### src/rtl/disp_scan_ctrl_if.sv
// Bundles the control and display signals of the multiplexed 7-segment scanner.
// Latency: none, this is wiring only.
// Backpressure: none. LOAD is a fire-and-forget strobe with no ready signal.
// Ports: ENABLE, LOAD, DIGIT_IN, DOT_IN and LZB run from master to slave.
//        SEG_SELECT, HEX_OUT and FRAME_DONE run from slave to master.
interface disp_scan_ctrl_if #(
  parameter int NUM_DIGITS = 4
);
  logic                      ENABLE;
  logic                      LOAD;
  logic [4*NUM_DIGITS-1:0]   DIGIT_IN;
  logic [NUM_DIGITS-1:0]     DOT_IN;
  logic                      LZB;
  logic [NUM_DIGITS-1:0]     SEG_SELECT;
  logic [7:0]                HEX_OUT;
  logic                      FRAME_DONE;

  modport master (
    output ENABLE, LOAD, DIGIT_IN, DOT_IN, LZB,
    input  SEG_SELECT, HEX_OUT, FRAME_DONE
  );

  modport slave (
    input  ENABLE, LOAD, DIGIT_IN, DOT_IN, LZB,
    output SEG_SELECT, HEX_OUT, FRAME_DONE
  );
endinterface

### src/rtl/disp_scan_ctrl.sv
// Scans NUM_DIGITS 7-segment digits, with a frame-synchronous double buffer for the displayed value.
// Latency: outputs are registered and show the new digit one cycle after the divider tick.
// Backpressure: none. LOAD is always accepted, and the last LOAD before a frame boundary wins.
// Ports: CLK, RESET (async, active high) and bus (slave modport).
//        The bus carries the enable, load, data and blanking inputs plus the select, segment and frame outputs.
module disp_scan_ctrl #(
  parameter int NUM_DIGITS  = 4,
  parameter int REFRESH_DIV = 100000,
  parameter int ACTIVE_LOW  = 1
) (
  input  logic            CLK,
  input  logic            RESET,
  disp_scan_ctrl_if.slave bus
);
  localparam int   CW  = $clog2(REFRESH_DIV);
  localparam int   IW  = (NUM_DIGITS > 1) ? $clog2(NUM_DIGITS) : 1;
  localparam logic POL = (ACTIVE_LOW != 0);

  logic [CW-1:0]           cnt, cnt_nxt;
  logic [IW-1:0]           idx, idx_nxt;
  logic [4*NUM_DIGITS-1:0] act_dig, act_dig_nxt, pnd_dig, pnd_dig_nxt;
  logic [NUM_DIGITS-1:0]   act_dot, act_dot_nxt, pnd_dot, pnd_dot_nxt;
  logic                    pnd_vld, pnd_vld_nxt;
  logic                    tick, boundary;
  logic [NUM_DIGITS-1:0]   sel_int;
  logic [7:0]              hex_int;
  logic [NUM_DIGITS-1:0]   seg_q;
  logic [7:0]              hex_q;
  logic                    frame_q;

  // Segment decoder. The output is active high and ordered g..a.
  function automatic logic [6:0] hex_glyph(input logic [3:0] n);
    case (n)
      4'h0: hex_glyph = 7'h3F;
      4'h1: hex_glyph = 7'h06;
      4'h2: hex_glyph = 7'h5B;
      4'h3: hex_glyph = 7'h4F;
      4'h4: hex_glyph = 7'h66;
      4'h5: hex_glyph = 7'h6D;
      4'h6: hex_glyph = 7'h7D;
      4'h7: hex_glyph = 7'h07;
      4'h8: hex_glyph = 7'h7F;
      4'h9: hex_glyph = 7'h6F;
      4'hA: hex_glyph = 7'h77;
      4'hB: hex_glyph = 7'h7C;
      4'hC: hex_glyph = 7'h39;
      4'hD: hex_glyph = 7'h5E;
      4'hE: hex_glyph = 7'h79;
      default: hex_glyph = 7'h71;
    endcase
  endfunction

  // Next-state logic for the divider, the index and the double buffer.
  always_comb begin
    tick        = bus.ENABLE && (cnt == CW'(REFRESH_DIV - 1));
    boundary    = tick && (idx == IW'(NUM_DIGITS - 1));
    cnt_nxt     = cnt;
    idx_nxt     = idx;
    act_dig_nxt = act_dig;
    act_dot_nxt = act_dot;
    pnd_dig_nxt = pnd_dig;
    pnd_dot_nxt = pnd_dot;
    pnd_vld_nxt = pnd_vld;
    if (bus.ENABLE) cnt_nxt = tick ? '0 : cnt + CW'(1);
    if (tick)       idx_nxt = boundary ? '0 : idx + IW'(1);
    if (boundary) begin
      // A LOAD in the boundary cycle is newer than anything pending, so it goes straight to active.
      if (bus.LOAD) begin
        act_dig_nxt = bus.DIGIT_IN;
        act_dot_nxt = bus.DOT_IN;
      end else if (pnd_vld) begin
        act_dig_nxt = pnd_dig;
        act_dot_nxt = pnd_dot;
      end
      pnd_vld_nxt = 1'b0;
    end else if (bus.LOAD) begin
      pnd_dig_nxt = bus.DIGIT_IN;
      pnd_dot_nxt = bus.DOT_IN;
      pnd_vld_nxt = 1'b1;
    end
  end

  // The output image is built from the next-state index and buffer.
  // This lets the registered outputs change on the same edge that moves the index.
  always_comb begin
    logic       upper_zero;
    logic [3:0] nib;
    logic       dp;
    logic       blank;
    sel_int    = '0;
    hex_int    = '0;
    upper_zero = 1'b1;
    nib        = 4'h0;
    dp         = 1'b0;
    blank      = 1'b0;
    // Walk from the most significant digit down.
    // At digit k, upper_zero is set when nibbles k..N-1 are all zero.
    for (int k = NUM_DIGITS - 1; k >= 0; k--) begin
      upper_zero = upper_zero && (act_dig_nxt[4*k +: 4] == 4'h0);
      if (idx_nxt == IW'(k)) begin
        sel_int[k] = 1'b1;
        nib        = act_dig_nxt[4*k +: 4];
        dp         = act_dot_nxt[k];
        blank      = bus.LZB && (k != 0) && upper_zero;
      end
    end
    if (bus.ENABLE) hex_int = {dp, blank ? 7'h00 : hex_glyph(nib)};
    else            sel_int = '0;
  end

  always_ff @(posedge CLK or posedge RESET) begin
    if (RESET) begin
      cnt     <= '0;
      idx     <= '0;
      act_dig <= '0;
      act_dot <= '0;
      pnd_dig <= '0;
      pnd_dot <= '0;
      pnd_vld <= 1'b0;
      seg_q   <= {NUM_DIGITS{POL}};
      hex_q   <= {8{POL}};
      frame_q <= 1'b0;
    end else begin
      cnt     <= cnt_nxt;
      idx     <= idx_nxt;
      act_dig <= act_dig_nxt;
      act_dot <= act_dot_nxt;
      pnd_dig <= pnd_dig_nxt;
      pnd_dot <= pnd_dot_nxt;
      pnd_vld <= pnd_vld_nxt;
      // Polarity is applied only here. Both planes stay active high internally.
      seg_q   <= {NUM_DIGITS{POL}} ^ sel_int;
      hex_q   <= {8{POL}} ^ hex_int;
      frame_q <= boundary;
    end
  end

  assign bus.SEG_SELECT = seg_q;
  assign bus.HEX_OUT    = hex_q;
  assign bus.FRAME_DONE = frame_q;
endmodule

### src/flat_wrapper.sv
// flat-port wrapper written by rule: the top's interface ports become plain ports
module disp_scan_ctrl_flat 
#(
  parameter int NUM_DIGITS  = 4,
  parameter int REFRESH_DIV = 100000,
  parameter int ACTIVE_LOW  = 1
)
  (CLK, RESET, bus_ENABLE, bus_LOAD, bus_DIGIT_IN, bus_DOT_IN, bus_LZB, bus_SEG_SELECT, bus_HEX_OUT, bus_FRAME_DONE);
  disp_scan_ctrl_if #(.NUM_DIGITS(NUM_DIGITS)) bus_i ();
  input  logic CLK;
  input  logic RESET;
  input wire logic [$bits(bus_i.ENABLE)-1:0] bus_ENABLE;
  input wire logic [$bits(bus_i.LOAD)-1:0] bus_LOAD;
  input wire logic [$bits(bus_i.DIGIT_IN)-1:0] bus_DIGIT_IN;
  input wire logic [$bits(bus_i.DOT_IN)-1:0] bus_DOT_IN;
  input wire logic [$bits(bus_i.LZB)-1:0] bus_LZB;
  output wire logic [$bits(bus_i.SEG_SELECT)-1:0] bus_SEG_SELECT;
  output wire logic [$bits(bus_i.HEX_OUT)-1:0] bus_HEX_OUT;
  output wire logic [$bits(bus_i.FRAME_DONE)-1:0] bus_FRAME_DONE;
  assign bus_i.ENABLE = bus_ENABLE;
  assign bus_i.LOAD = bus_LOAD;
  assign bus_i.DIGIT_IN = bus_DIGIT_IN;
  assign bus_i.DOT_IN = bus_DOT_IN;
  assign bus_i.LZB = bus_LZB;
  assign bus_SEG_SELECT = bus_i.SEG_SELECT;
  assign bus_HEX_OUT = bus_i.HEX_OUT;
  assign bus_FRAME_DONE = bus_i.FRAME_DONE;
  disp_scan_ctrl #(.NUM_DIGITS(NUM_DIGITS), .REFRESH_DIV(REFRESH_DIV), .ACTIVE_LOW(ACTIVE_LOW)) u_core (.CLK(CLK), .RESET(RESET), .bus(bus_i));
endmodule
### config.mk
export PLATFORM = sky130hd
export DESIGN_NAME = disp_scan_ctrl_flat
export DESIGN_NICKNAME = d
export VERILOG_FILES = /design/src/rtl/disp_scan_ctrl_if.sv /design/src/rtl/disp_scan_ctrl.sv /design/src/flat_wrapper.sv
export SDC_FILE = /design/constraint.sdc
export NUM_CORES = 1
export LEC_CHECK = 0
export CAP_MARGIN = 20
export CORE_MARGIN = 8
export CORE_UTILIZATION = 51
export CTS_CLUSTER_DIAMETER = 30
export DETAILED_ROUTE_END_ITERATION = 7
export PLACE_DENSITY = 0.86
export SLEW_MARGIN = 15
export SYNTH_ARGS = -nofsm -noshare
export SYNTH_HDL_FRONTEND = slang
export SYNTH_SLANG_ARGS = --single-unit
### constraint.sdc
create_clock -name CLK -period 3.4 [get_ports CLK]
set_clock_uncertainty 0.05 [all_clocks]
set_input_delay 0.68 -clock CLK [delete_from_list [all_inputs] [get_ports CLK]]
set_output_delay 0.68 -clock CLK [all_outputs]
set_load 0.05 [all_outputs]
==> flow_metrics.env, run 1 <==
export IMPL_hold_path_class="reg2reg"
export IMPL_coreArea_um2=7180
export IMPL_antenna_found_initial=0
export IMPL_tritoncts_num_buffers=9
export IMPL_route_vias_total=3128
export IMPL_synthTopCellsByArea="sky130_fd_sc_hd__dfrtp_1 41%, sky130_fd_sc_hd__dfstp_2 8.4%, sky130_fd_sc_hd__mux2_2 7.8%, sky130_fd_sc_hd__nand2_1 4.8%, sky130_fd_sc_hd__ha_1 2.7%"
export IMPL_synth_edff_count=0
export IMPL_place_inst=520
export IMPL_criticalPathCategory="in2reg"
export IMPL_grt_max_degree=30
export IMPL_p_sw_w=0.000480
export IMPL_mappedNetlistNets=396
export IMPL_switching_share_pct=26.8
export IMPL_synthesis_instances=363
export IMPL_stdcell_count=543
export IMPL_floorplan_rows=31
export IMPL_power_share_sequential_pct=55.9
export IMPL_overall_global_routing_resource_usage_pct=18.4
export IMPL_drt_iter0_markers=174
export IMPL_tightest_slew_margin_relative_to_the_limit_pct=64.5
export IMPL_synth_top_area_cell="sky130_fd_sc_hd__dfrtp_1"
export IMPL_min_period_ns=3.37
export IMPL_ys_types=57
export IMPL_dieArea_um2=10400
export IMPL_clock_fmax_ghz=0.297
export IMPL_cp_arrival_ns=3.58
export IMPL_outcome="finished clean"
export IMPL_tns_ns=0
export IMPL_number_of_global_route_vias_before_repair=3128
export IMPL_die_height_um=102
export IMPL_power_clock_fraction_pct=31.6
export IMPL_synth_cell_area_um2=3760
export IMPL_setup_viol_count_final=0
export IMPL_synthToLayoutAreaGrowth_pct=25.5
export IMPL_global_route_overflow_total=0
export IMPL_design_portCount=38
export IMPL_dieWidth_um=102
export IMPL_totalWireLength_mm=9.47
export IMPL_seq_area_frac_synth_pct=49.0
export IMPL_pwr_density_cell_nw_per_um2=380
export IMPL_post_dp_hpwl_mm=6.49
export IMPL_clkTransAtPathRegs_ns=0.07
export IMPL_gp_congestion=0.877
export IMPL_initial_cell_density_of_the_core_pct=52.3
export IMPL_timing_max_transition_violations_final=0
export IMPL_timing_hold_ws_ns=0.459
export IMPL_h_tree_lvls=3
export IMPL_layout_worst_path_cycle_share_pct=99.0
export IMPL_async_set_reset_flop_share_out_of_synthesis_pct=100
export IMPL_worstMarginPinSlew_ns=0.530
export IMPL_antenna_violating_nets_post_route=0
export IMPL_ir_worst_vdd_uv=221
export IMPL_placement_cell_area_um2=4460
export IMPL_io_buffers=37
export IMPL_power_share_combinational_pct=12.5
export IMPL_syn_mean_instance_area_um2=10.3
export IMPL_critical_path_peak_fanout=7
export IMPL_drcViolationCount=0
export IMPL_cts_root_buf="sky130_fd_sc_hd__clkbuf_8"
export IMPL_global_route_wire_length_before_repair_mm=15.1
export IMPL_drt_vias_per_instance=5.76
export IMPL_final_hold_viol_count=0
export IMPL_cellLeakagePower_nw=2.22
export IMPL_postLayoutCellArea_um2=4710
export IMPL_critical_path_endpoint_type="flop"
export IMPL_total_power_w=0.00179
export IMPL_share_of_cells_above_drive_strength_1_pct=28.2
export IMPL_yosysTopAreaCellShare_pct=40.6
export IMPL_antennaDiodeCount=0
export IMPL_final_nets=472
export IMPL_internal_power_w=0.00131
export IMPL_cts_tree="yes"
export IMPL_average_detailed_routed_wire_length_per_instance_um=17.4
export IMPL_sinks_on_clock_net=73
export IMPL_ctsLongestPathBuffers=2
export IMPL_synth_yosys_warnings=0
export IMPL_timing_max_cap_violations=0
export IMPL_synth_seq_cells=73
export IMPL_synth_flop_cell="sky130_fd_sc_hd__dfrtp_1"
export IMPL_cp_required_ns=3.61
export IMPL_drtPass1Iterations=5
export IMPL_worst_skew_late_latency_ns=0.35
export IMPL_startpoint_class="primary input"
## cells in the final DEF, fill, tap and decap left out, drive strengths merged, types with 7 or more instances in the layout
master,Yosys,layout
dfrtp,61,61
nand2,48,48
buf,8,47
clkdlybuf4s50,0,37
mux2,26,26
nor2,23,23
inv,20,21
nand3,17,17
nor3,14,14
dfstp,12,12
clkbuf,11,12
mux2i,10,10
o31ai,9,9
a21oi,9,9
xor2,8,8
o22ai,8,8
ha,8,8
o21ai,8,8
a211oi,7,7
## what timing repair did
action                                  in CTS  in global routing
pin swaps                                    0                  3
endpoints found under the setup margin       2                  7
hold buffers                                 0                  0
buffers inserted                             0                  7
gates resized for setup                      1                 13
## flip-flops by register name (all words and copies together), names as in the netlist
register               cells
u_core.idx                 2
u_core.pnd_dig            16
u_core.bus.HEX_OUT         8
u_core.bus.FRAME_DONE      1
u_core.act_dig            16
u_core.bus.SEG_SELECT      4
u_core.act_dot             4
u_core.pnd_dot             4
u_core.cnt                17
u_core.pnd_vld             1
## worst max-delay path: stages
cell                              delay [ns]
sky130_fd_sc_hd__clkdlybuf4s50_1        0.52
sky130_fd_sc_hd__buf_6                  0.13
sky130_fd_sc_hd__nand4_1                0.22
sky130_fd_sc_hd__or3_1                  0.45
sky130_fd_sc_hd__a2bb2oi_1              0.15
sky130_fd_sc_hd__o221a_2                0.29
sky130_fd_sc_hd__or4_4                  0.52
sky130_fd_sc_hd__o41ai_4                0.39
sky130_fd_sc_hd__nor2_4                 0.12
sky130_fd_sc_hd__o211ai_1               0.12
## final timing paths
check	startpoint	endpoint	slack [ns]	depth (start not counted)
max	bus_ENABLE	u_core.bus.HEX_OUT[6]	0.03	10
max in group asynchronous	RESET	u_core.pnd_dig[0]	1.93	3
min	u_core.pnd_dig[7]	u_core.pnd_dig[7]	0.46	1
min reg2reg	u_core.pnd_dig[7]	u_core.pnd_dig[7]	0.46	1
min in group asynchronous	RESET	u_core.cnt[0]	0.62	2
max reg2reg	u_core.cnt[8]	u_core.bus.HEX_OUT[3]	0.24	12
## logic make-up after synthesis
logic type	synth area share, %
simple gates	16.7
flops	49.0
compound gates	12.7
buf+inv	4.56
mux	11.1
xor+xnor	3.26
fa+ha+maj	2.66
## synth_stat cells (2+ instances only)
cell type                   n
sky130_fd_sc_hd__or3_1      2
sky130_fd_sc_hd__mux2i_1    8
sky130_fd_sc_hd__o31ai_1    9
sky130_fd_sc_hd__a211oi_1   4
sky130_fd_sc_hd__nor2_1    23
sky130_fd_sc_hd__nor3_1    14
sky130_fd_sc_hd__xor2_1     8
sky130_fd_sc_hd__ha_1       8
sky130_fd_sc_hd__and3_1     2
sky130_fd_sc_hd__buf_6      2
sky130_fd_sc_hd__o211ai_1   4
sky130_fd_sc_hd__mux2i_4    2
sky130_fd_sc_hd__and2_1     4
sky130_fd_sc_hd__xnor2_1    6
sky130_fd_sc_hd__dfstp_2   12
sky130_fd_sc_hd__nand2_1   48
sky130_fd_sc_hd__a211o_1    4
sky130_fd_sc_hd__a21oi_1    9
sky130_fd_sc_hd__a32oi_1    3
sky130_fd_sc_hd__clkbuf_1  11
sky130_fd_sc_hd__mux2_2    26
sky130_fd_sc_hd__nand3_1   16
sky130_fd_sc_hd__buf_2      5
sky130_fd_sc_hd__o221a_2    2
sky130_fd_sc_hd__dfrtp_1   61
sky130_fd_sc_hd__nand4_1    5
sky130_fd_sc_hd__inv_1     19
sky130_fd_sc_hd__a211oi_2   3
sky130_fd_sc_hd__o22ai_1    8
sky130_fd_sc_hd__o221ai_1   2
sky130_fd_sc_hd__o21ai_0    7
## layer usage
layer	up-vias	track usage [%]	wire, um
li1	1451	-	-
met1	1554	23.7	4150
met2	96	29.3	4550
met3	27	4.50	462
met4	0	6.77	295
met5	-	0	0
## per-stage QoR
stage | setup slack, ns | utilization (%)
6_report | 0.0334 | 65.7
5_1_grt | -0.0500 | 65.7
4_1_cts | 0.0109 | 64.3
3_5_place_dp | -0.364 | 62.1
3_3_place_gp | -0.279 | 62.1
2_1_floorplan | 0.0897 | -
## power by group through the flow
stage          logic (W)  clock network, W  registers, W
6_report        0.000224          0.000567       0.00100
3_5_place_dp    0.000218                 0       0.00101
4_1_cts         0.000220          0.000577       0.00100
3_3_place_gp    0.000210                 0       0.00101
5_1_grt         0.000249          0.000617       0.00101
2_1_floorplan   0.000127                 0       0.00102
## final cells by class
type,instances,area (um^2)
inverter,21,78.8
timing repair buffer,84,727
sequential,73,1840
fill,520,2460
clock inverter,4,20.0
tap,99,124
clock buffer,12,135
multi-input combinational,250,1790
No activity file was read; power rests on OpenSTA's default activity.
==> run 2, diff against run 1 <==
--- a/config.mk
+++ b/config.mk
@@ -7,11 +7,13 @@
 export LEC_CHECK = 0
 export CAP_MARGIN = 20
 export CORE_MARGIN = 8
-export CORE_UTILIZATION = 51
+export CORE_UTILIZATION = 53
+export CTS_BUF_LIST = sky130_fd_sc_hd__clkbuf_4 sky130_fd_sc_hd__clkbuf_8
 export CTS_CLUSTER_DIAMETER = 30
 export DETAILED_ROUTE_END_ITERATION = 7
-export PLACE_DENSITY = 0.86
+export PLACE_DENSITY = 0.88
 export SLEW_MARGIN = 15
 export SYNTH_ARGS = -nofsm -noshare
 export SYNTH_HDL_FRONTEND = slang
 export SYNTH_SLANG_ARGS = --single-unit
+export TNS_END_PERCENT = 10
==> flow_metrics.env, run 2 (synthesis results as in run 1) <==
export IMPL_cellLeakagePower_nw=2.20
export IMPL_drt_vias_per_instance=5.79
export IMPL_average_detailed_routed_wire_length_per_instance_um=17.8
export IMPL_design_portCount=38
export IMPL_setup_viol_count_final=0
export IMPL_tns_ns=0
export IMPL_post_dp_hpwl_mm=6.56
export IMPL_clkTransAtPathRegs_ns=0.07
export IMPL_die_height_um=100
export IMPL_antennaDiodeCount=0
export IMPL_worst_skew_late_latency_ns=0.36
export IMPL_regMostFlops="u_core.cnt"
export IMPL_initial_cell_density_of_the_core_pct=55.0
export IMPL_global_route_overflow_total=0
export IMPL_cts_root_buf="sky130_fd_sc_hd__clkbuf_8"
export IMPL_antenna_violating_nets_post_route=0
export IMPL_final_nets=468
export IMPL_final_hold_viol_count=0
export IMPL_antenna_found_initial=0
export IMPL_worstMarginPinSlew_ns=0.767
export IMPL_critical_path_peak_fanout=13
export IMPL_drcViolationCount=0
export IMPL_drtPass1Iterations=5
export IMPL_dieArea_um2=10000
export IMPL_sinks_on_clock_net=73
export IMPL_gp_congestion=0.841
export IMPL_route_vias_total=3101
export IMPL_cts_tree="yes"
export IMPL_io_buffers=37
export IMPL_grt_util_met1_pct=24.7
export IMPL_floorplan_rows=30
export IMPL_largest_reg_flops=17
export IMPL_grt_max_degree=38
export IMPL_tightest_slew_margin_relative_to_the_limit_pct=48.8
export IMPL_outcome="finished clean"
export IMPL_number_of_global_route_vias_before_repair=3073
export IMPL_min_period_ns=3.34
export IMPL_global_route_wire_length_before_repair_mm=15.3
export IMPL_pwr_density_cell_nw_per_um2=409
export IMPL_coreArea_um2=6830
export IMPL_ir_worst_vdd_uv=369
export IMPL_h_tree_lvls=3
export IMPL_totalWireLength_mm=9.55
export IMPL_startpoint_class="primary input"
export IMPL_globalRouteMet3Util_pct=3.88
export IMPL_final_common_cell="sky130_fd_sc_hd__dfrtp_1"
export IMPL_hold_path_class="reg2reg"
export IMPL_cp_arrival_ns=3.53
export IMPL_postLayoutCellArea_um2=4740
export IMPL_overall_global_routing_resource_usage_pct=19.4
export IMPL_clock_fmax_ghz=0.300
export IMPL_drt_iter0_markers=242
export IMPL_synthToLayoutAreaGrowth_pct=26.2
export IMPL_critical_path_endpoint_type="flop"
export IMPL_ctsLongestPathBuffers=2
export IMPL_criticalPathCategory="in2reg"
export IMPL_timing_max_transition_violations_final=0
export IMPL_tritoncts_num_buffers=9
export IMPL_use_met2_pct=30.3
export IMPL_cp_required_ns=3.60
export IMPL_layout_top_registers="u_core.cnt: 17 flops, u_core.act_dig: 16 flops, u_core.pnd_dig: 16 flops"
export IMPL_dieWidth_um=100
export IMPL_layout_worst_path_cycle_share_pct=98.2
export IMPL_num_fill_cells=501
export IMPL_placement_cell_area_um2=4480
export IMPL_timing_max_cap_violations=0
export IMPL_share_of_cells_above_drive_strength_1_pct=28.0
export IMPL_final_cell_mix="61 x sky130_fd_sc_hd__dfrtp_1, 48 x sky130_fd_sc_hd__nand2_1, 41 x sky130_fd_sc_hd__buf_4"
export IMPL_top_usage_layer="met2"
## run 2: changes by cell type in the layout (fill, tap and decap cells not counted), sizes merged
cell	previous run	this run
buf	47	43
clkbuf	12	10
bufinv	0	1
clkinv	4	5
## run 2: worst paths after layout
path	slack, ns	to	from	cells after the start
worst min register to register	0.46	u_core.pnd_dig[3]	u_core.pnd_dig[3]	1
worst max-delay path	0.06	u_core.bus.HEX_OUT[2]	bus_ENABLE	10
worst max register to register	0.24	u_core.bus.HEX_OUT[3]	u_core.cnt[8]	13
min in group asynchronous	0.72	u_core.pnd_dot[2]	RESET	2
worst min-delay path	0.46	u_core.pnd_dig[3]	u_core.pnd_dig[3]	1
max in group asynchronous	1.84	u_core.bus.HEX_OUT[0]	RESET	3
## run 2: final cells by class
cell class                      count  area [um^2]  share of cell area (%)
Clock buffer                       10          138                    2.90
Clock inverter                      6         66.3                    1.40
Inverter                           21         78.8                    1.66
Multi-Input combinational cell    250         1790                    37.7
Sequential cell                    73         1840                    38.8
Tap cell                           96          120                    2.53
Timing Repair Buffer               80          709                    15.0
## run 2: layer usage
metal / up-vias / part of all wire [%]
li1: 1434 / -
met1: 1520 / 44
met2: 117 / 48
met3: 30 / 5.2
met4: 0 / 3.5
met5: - / 0
## run 2: repair_timing
| item | CTS | global route |
|---|---|---|
| resized for setup | 2 | 12 |
| setup endpoints to repair | 3 | 7 |
| setup buffers | 0 | 1 |
| pin swaps | 0 | 1 |
| hold buffers | 0 | 0 |
## run 2: power breakdown
| group | leakage, nW | internal (W) | switching (W) |
|---|---|---|---|
| clock network | 0.107 | 0.000361 | 0.000352 |
| registers | 0.910 | 0.000939 | 0.0000632 |
| logic | 1.19 | 0.000112 | 0.000112 |
| total | 2.20 | 0.00141 | 0.000527 |
## run 2: worst max-delay path, stage by stage
cell	delay [ns]
sky130_fd_sc_hd__clkdlybuf4s50_1	0.50
sky130_fd_sc_hd__buf_6	0.16
sky130_fd_sc_hd__nand4_1	0.21
sky130_fd_sc_hd__or3_1	0.43
sky130_fd_sc_hd__a2bb2oi_1	0.15
sky130_fd_sc_hd__o221a_2	0.29
sky130_fd_sc_hd__or4_4	0.50
sky130_fd_sc_hd__a211oi_1	0.34
sky130_fd_sc_hd__nor2_2	0.15
sky130_fd_sc_hd__o311ai_1	0.11
## run 2: metrics by stage
step | util [%] | cells | power, W | hold WS (ns) | worst slack (ns)
2_1_floorplan | - | 363 | 0.00114 | 0.410 | 0.0897
3_3_place_gp | 65.6 | 519 | 0.00122 | 0.435 | -0.128
3_5_place_dp | 65.6 | 519 | 0.00123 | 0.445 | -0.331
4_1_cts | 68.6 | 535 | 0.00194 | 0.462 | 0.0479
5_1_grt | 69.4 | 536 | 0.00201 | 0.486 | -0.0282
6_report | 69.4 | 536 | 0.00194 | 0.460 | 0.0627
